## src/rtl/addsub_pipe.sv

```systemverilog
// Pipelined two's-complement adder/subtractor, carry chain split into STAGES segments.
// Latency: STAGES cycles from acceptance to out_valid; one beat per cycle.
// Backpressure: out_valid && !out_ready freezes every stage; in_ready = !stall.
module addsub_pipe #(
  parameter int WIDTH    = 32,
  parameter int STAGES   = 4,
  parameter int SATURATE = 0
) (
  input  logic             clk,
  input  logic             rst,
  input  logic             in_valid,
  output logic             in_ready,
  input  logic [WIDTH-1:0] a,
  input  logic [WIDTH-1:0] b,
  input  logic             sub,
  output logic             out_valid,
  input  logic             out_ready,
  output logic [WIDTH-1:0] result,
  output logic             cout,
  output logic             ovf
);

  localparam int SEG  = WIDTH / STAGES;
  localparam int LAST = STAGES - 1;
  localparam int MSB  = WIDTH - 1;
  localparam logic [WIDTH-1:0] SMAX = {1'b0, {(WIDTH-1){1'b1}}};
  localparam logic [WIDTH-1:0] SMIN = {1'b1, {(WIDTH-1){1'b0}}};

  // Per-stage state. Operands travel full width so that later stages can pick
  // their slice, and the top bits survive to the end for the overflow test.
  // r_b holds B already inverted for subtraction.
  logic [STAGES-1:0]            r_vld;
  logic [STAGES-1:0]            r_c;
  logic [STAGES-1:0]            r_sub;
  logic [STAGES-1:0][WIDTH-1:0] r_a;
  logic [STAGES-1:0][WIDTH-1:0] r_b;
  logic [STAGES-1:0][WIDTH-1:0] r_res;

  // Stage inputs (what each stage sees before its edge) and stage results.
  logic [STAGES-1:0][WIDTH-1:0] w_ain;
  logic [STAGES-1:0][WIDTH-1:0] w_bin;
  logic [STAGES-1:0][WIDTH-1:0] w_rin;
  logic [STAGES-1:0][WIDTH-1:0] w_rout;
  logic [STAGES-1:0]            w_cin;
  logic [STAGES-1:0]            w_vin;
  logic [STAGES-1:0]            w_sin;
  logic [STAGES-1:0]            w_cout;
  logic [STAGES-1:0][SEG:0]     w_sum;

  logic             w_stall;
  logic [WIDTH-1:0] w_raw;
  logic             w_amsb;
  logic             w_bmsb;
  logic             w_unused;

  assign w_stall   = r_vld[LAST] & ~out_ready;
  assign in_ready  = ~w_stall;
  assign out_valid = r_vld[LAST];

  // Route each stage's inputs and add its SEG-bit slice with the incoming carry.
  always_comb begin
    w_ain  = '0;
    w_bin  = '0;
    w_rin  = '0;
    w_rout = '0;
    w_cin  = '0;
    w_vin  = '0;
    w_sin  = '0;
    w_cout = '0;
    w_sum  = '0;
    // Stage 0 takes the raw beat; the +1 of two's-complement negate enters as carry-in.
    w_ain[0] = a;
    w_bin[0] = b ^ {WIDTH{sub}};
    w_rin[0] = '0;
    w_cin[0] = sub;
    w_sin[0] = sub;
    w_vin[0] = in_valid;
    for (int k = 1; k < STAGES; k++) begin
      w_ain[k] = r_a[k-1];
      w_bin[k] = r_b[k-1];
      w_rin[k] = r_res[k-1];
      w_cin[k] = r_c[k-1];
      w_sin[k] = r_sub[k-1];
      w_vin[k] = r_vld[k-1];
    end
    for (int k = 0; k < STAGES; k++) begin
      w_sum[k] = {1'b0, w_ain[k][k*SEG +: SEG]}
               + {1'b0, w_bin[k][k*SEG +: SEG]}
               + {{SEG{1'b0}}, w_cin[k]};
      w_rout[k] = w_rin[k];
      w_rout[k][k*SEG +: SEG] = w_sum[k][SEG-1:0];
      w_cout[k] = w_sum[k][SEG];
    end
  end

  // Advance the whole pipe in lockstep unless the output is stalled; reset flushes everything.
  always_ff @(posedge clk) begin
    if (rst) begin
      r_vld <= '0;
      r_c   <= '0;
      r_sub <= '0;
      r_a   <= '0;
      r_b   <= '0;
      r_res <= '0;
    end else if (!w_stall) begin
      r_vld <= w_vin;
      r_c   <= w_cout;
      r_sub <= w_sin;
      r_a   <= w_ain;
      r_b   <= w_bin;
      r_res <= w_rout;
    end
  end

  // Final stage: flags from the completed raw sum; the top carry only feeds cout.
  assign w_raw  = r_res[LAST];
  assign w_amsb = r_a[LAST][MSB];
  assign w_bmsb = r_b[LAST][MSB];
  assign ovf    = (w_amsb == w_bmsb) && (w_raw[MSB] != w_amsb);
  assign cout   = r_c[LAST] ^ r_sub[LAST];
  assign result = ((SATURATE != 0) && ovf) ? (w_amsb ? SMIN : SMAX) : w_raw;

  // Low operand bits in the last stage are already consumed.
  assign w_unused = ^{r_a[LAST], r_b[LAST]};

endmodule

```

## config.mk

```make
export PLATFORM = sky130hd
export DESIGN_NAME = addsub_pipe
export DESIGN_NICKNAME = d
export VERILOG_FILES = /design/src/rtl/addsub_pipe.sv
export SDC_FILE = /design/constraint.sdc
export NUM_CORES = 1
export LEC_CHECK = 0
export BUFFER_PORTS_ARGS = -buffer_cell sky130_fd_sc_hd__buf_2
export CAP_MARGIN = 20
export CORE_MARGIN = 3
export CORE_UTILIZATION = 52
export DETAILED_ROUTE_END_ITERATION = 6
export GPL_ROUTABILITY_DRIVEN = 1
export PLACE_DENSITY = 0.76
export SYNTH_ARGS = -nofsm -noshare
export SYNTH_HDL_FRONTEND = slang
export SYNTH_SLANG_ARGS = --single-unit
```

## constraint.sdc

```tcl
create_clock -name clk -period 2.11 [get_ports clk]
set_clock_uncertainty 0.1 [all_clocks]
set_input_delay 0.3165 -clock clk [delete_from_list [all_inputs] [get_ports clk]]
set_output_delay 0.3165 -clock clk [all_outputs]
set_load 0.1 [all_outputs]
```

==> results.yml <==
finish:
  fin_nets: 1190
  antenna_cells: 0
  most-common-layout-cells: "287 x nand2_1, 188 x dfxtp_1, 159 x a21oi_1"
  syn_to_final_growth_pct: 13.7
  final_common_cell: "nand2_1"
  fillers: 1437
  fin_cells: 1310
  drive_gt1_share_pct: 16.0
  fin_util_pct: 61.7
clocking:
  clkLatencyLatePin_ps: 440
  cts_sinks: 190
  clkTransAtPathRegs_ps: 70
  cts_tree: "yes"
  htreeDepth: 4
  hold_buffers: 0
  cts_made_buffers: 17
  cts_root_buf: "clkbuf_16"
  cts_max_path_buffers: 2
hold_path:
  holdCritPathClass: "in2reg"
worst_setup_path:
  cp.arrival_ps: 2290
  max_stage_delay_ps: 410
  path_depth: 6
  path_class: "reg2reg"
  cp_slowest_cell: "fa_2"
  crit_fanout: 3
  crit_buf_inv: 0
  r2r-end: "r_c[1]$_SDFFE_PP0N_"
  path_cells: "fa_2, fa_2, a21o_1, a211oi_2, o2111ai_1, and3b_1"
  cp-endpoint: "r_c[1]$_SDFFE_PP0N_"
  start_kind: "flip-flop"
  crit_start: "r_b[8]$_SDFFE_PP0N_"
  crit_required_ps: 2340
  cp_top_family: "adder cells"
  reg2reg_setup_slack_ps: 40
  end_kind: "flip-flop"
  crit_top_cell: "fa_2"
  timing.rr.start: "r_b[8]$_SDFFE_PP0N_"
  worstRegToRegCells: 6
yosys:
  ys.warnings.count: 0
  synth_xor_area_share_pct: 3.65
  syn_inst: 1039
  syn-cell-area_mm2: 0.00839
  synthSimpleGateAreaFrac_pct: 20.1
  yosysSeqAreaShare_pct: 45.3
  synth_top_area_cell: "dfxtp_1"
  syn_avg_cell_area_um2: 8.08
  async_flop_share_pct: 0
  synth_ff_type: "dfxtp_1"
  synth_top_family_by_area: "simple AND/OR/NAND/NOR gates"
  syn_nets: 1143
  synth_compound_area_share_pct: 17.9
  ys_ff_latch: 190
  synthAdderAreaFrac_pct: 5.84
  synthMuxAreaShare_pct: 0.179
  synth_cell_types: 47
  synth_edf_count: 0
  yosysTopAreaCellShare_pct: 45.3
  synth.area.top_cells: "dfxtp_1 45%, nand2_1 13%, a21oi_1 9.5%, ha_1 4.2%, a211oi_1 3.0%"
power:
  internal_power_uw: 6090
  p_clk_share_pct: 39.4
  switching_share_pct: 26.1
  p_leak_uw: 0.00396
  power_frac_comb_pct: 12.7
  powerDensity_mw_per_mm2: 863
  vdd_drop_max_mv: 0.618
  netSwitchingPower_uw: 2150
  seqPwrFrac_pct: 47.9
floorplanning:
  chipWidth_um: 133
  die_h_um: 133
  ioPinCount: 105
  core_area_mm2: 0.0155
  start_util_pct: 54.2
  row_count: 45
  die-area_mm2: 0.0177
drt:
  drt_iter0_drc: 444
  drc_errors: 0
  routed_wirelength_um: 17600
  ant_nets: 0
  drtPass1Iterations: 5
  wl_per_cell_um: 13.4
  vias: 6882
  routed_via_density: 5.25
grt:
  grt_pass1_vias: 6263
  grt.total_usage_pct: 20.3
  overflow: 0
  grt_max_degree: 113
  grt_pass1_wl_um: 29700
  antenna_found_initial: 0
place:
  place_congestion: 0.833
  pre_cts_ws_ps: -85.0
  dp.cells: 1276
  port_buffers: 104
  dpl.hpwl_um: 11900
timing:
  layout_setup_ws_ps: 43.7
  period_needed_ps: 2070
  timing.final.crit_share_pct: 97.9
  hold_ws_ps: 18.1
  final-hold-violation-count: 0
  rsz0062_at_grt: "true"
  setup_viol: 0
  worstMarginPinSlew_ps: 637
  relSlewSlack_pct: 57.6
  fmax_mhz: 484
  report.final.slew_viol_count: 0
job:
  cap_violations: 0
run_status:
  status: "complete, no violations"
## cell families after synthesis
| group | Yosys count |
|---|---|
| buffers and inverters | 119 |
| adders and majority gates | 35 |
| DFF | 190 |
| muxes | 1 |
| and+or+nand+nor | 404 |
| xor gates and xnor gates | 35 |
| AOI/OAI and AO/OA | 255 |
## cell type report
| class | count | area (um^2) | share of cell area (%) |
|---|---|---|---|
| multi-input cells | 730 | 4030 | 42.2 |
| clock buffers | 19 | 433 | 4.53 |
| clock inverters | 13 | 164 | 1.72 |
| inverters | 16 | 65.1 | 0.681 |
| well taps | 211 | 264 | 2.77 |
| repair buffers | 131 | 790 | 8.27 |
| flip-flops and latches | 190 | 3810 | 39.9 |
## how the worst min path moves through the flow
stage	startpoint	end	slack [ps]	depth (start not counted)
after global routing	a[29]	r_a[29]$_SDFFE_PP0N_	8	3
after global placement	result[3]$_SDFFE_PP0N_	result[3]$_SDFFE_PP0N_	340	2
after CTS	a[21]	r_a[21]$_SDFFE_PP0N_	3	3
after detailed placement	result[11]$_SDFFE_PP0N_	result[11]$_SDFFE_PP0N_	340	2
after floorplan	r_a[16]$_SDFFE_PP0N_	r_a[16]$_SDFFE_PP0N_	330	2
final	a[23]	r_a[23]$_SDFFE_PP0N_	20	3
## Yosys cell counts, drive strengths merged (12+ instances only)
library cell / instances
inv: 16
nand2: 287
nor2: 38
a211oi: 33
buf: 55
clkbuf: 48
nand3: 31
o21a: 12
a21oi: 159
o21ai: 18
nor3: 12
xnor2: 26
dfxtp: 190
ha: 28
## sequential cells by signal (all words and copies together) (netlist names)
register and cells:
r_a 49, r_b 49, r_res 48, result 32, r_c 4, r_sub 4
r_vld 4
## routing by layer
metal | GRT usage [%] | share of wire, % | vias up
met2 | 32.0 | 48 | 135
met4 | 7.45 | 1.9 | 0
li1 | - | - | 3574
met5 | 0 | 0 | -
met3 | 4.52 | 4.1 | 21
met1 | 27.2 | 46 | 3152
## power groups by stage
stage,Clock [uW],Combinational (uW),Sequential (uW)
after floorplan,0,814,3990
final,3250,1040,3950
after detailed placement,0,1040,4020
after CTS,3300,1050,3940
after global routing,3480,1160,3970
after global placement,0,1030,4020
## worst reg2reg max path, cell delays in order (launching register included)
cell,delay [ps]
dfxtp_2,330
fa_2,410
fa_2,350
a21o_1,180
a211oi_2,250
o2111ai_1,140
and3b_1,190
## what timing repair did
| action | 4_1_cts | 5_1_grt |
|---|---|---|
| setup buffers | 0 | 2 |
| pin swaps | 1 | 2 |
| resized for setup | 1 | 3 |
| gates cloned | 0 | 0 |
| endpoints found under the setup margin | 1 | 2 |
## stage by stage
step	TNS (ps)	area, um^2	total power (uW)
global placement	-88.3	8920	5040
finish	0	9550	8240
detailed placement	-294	8920	5070
CTS	0	9520	8300
floorplan	-41.1	8420	4810
global route	-3.02	9550	8610
Power figures use the tool's default switching activity.
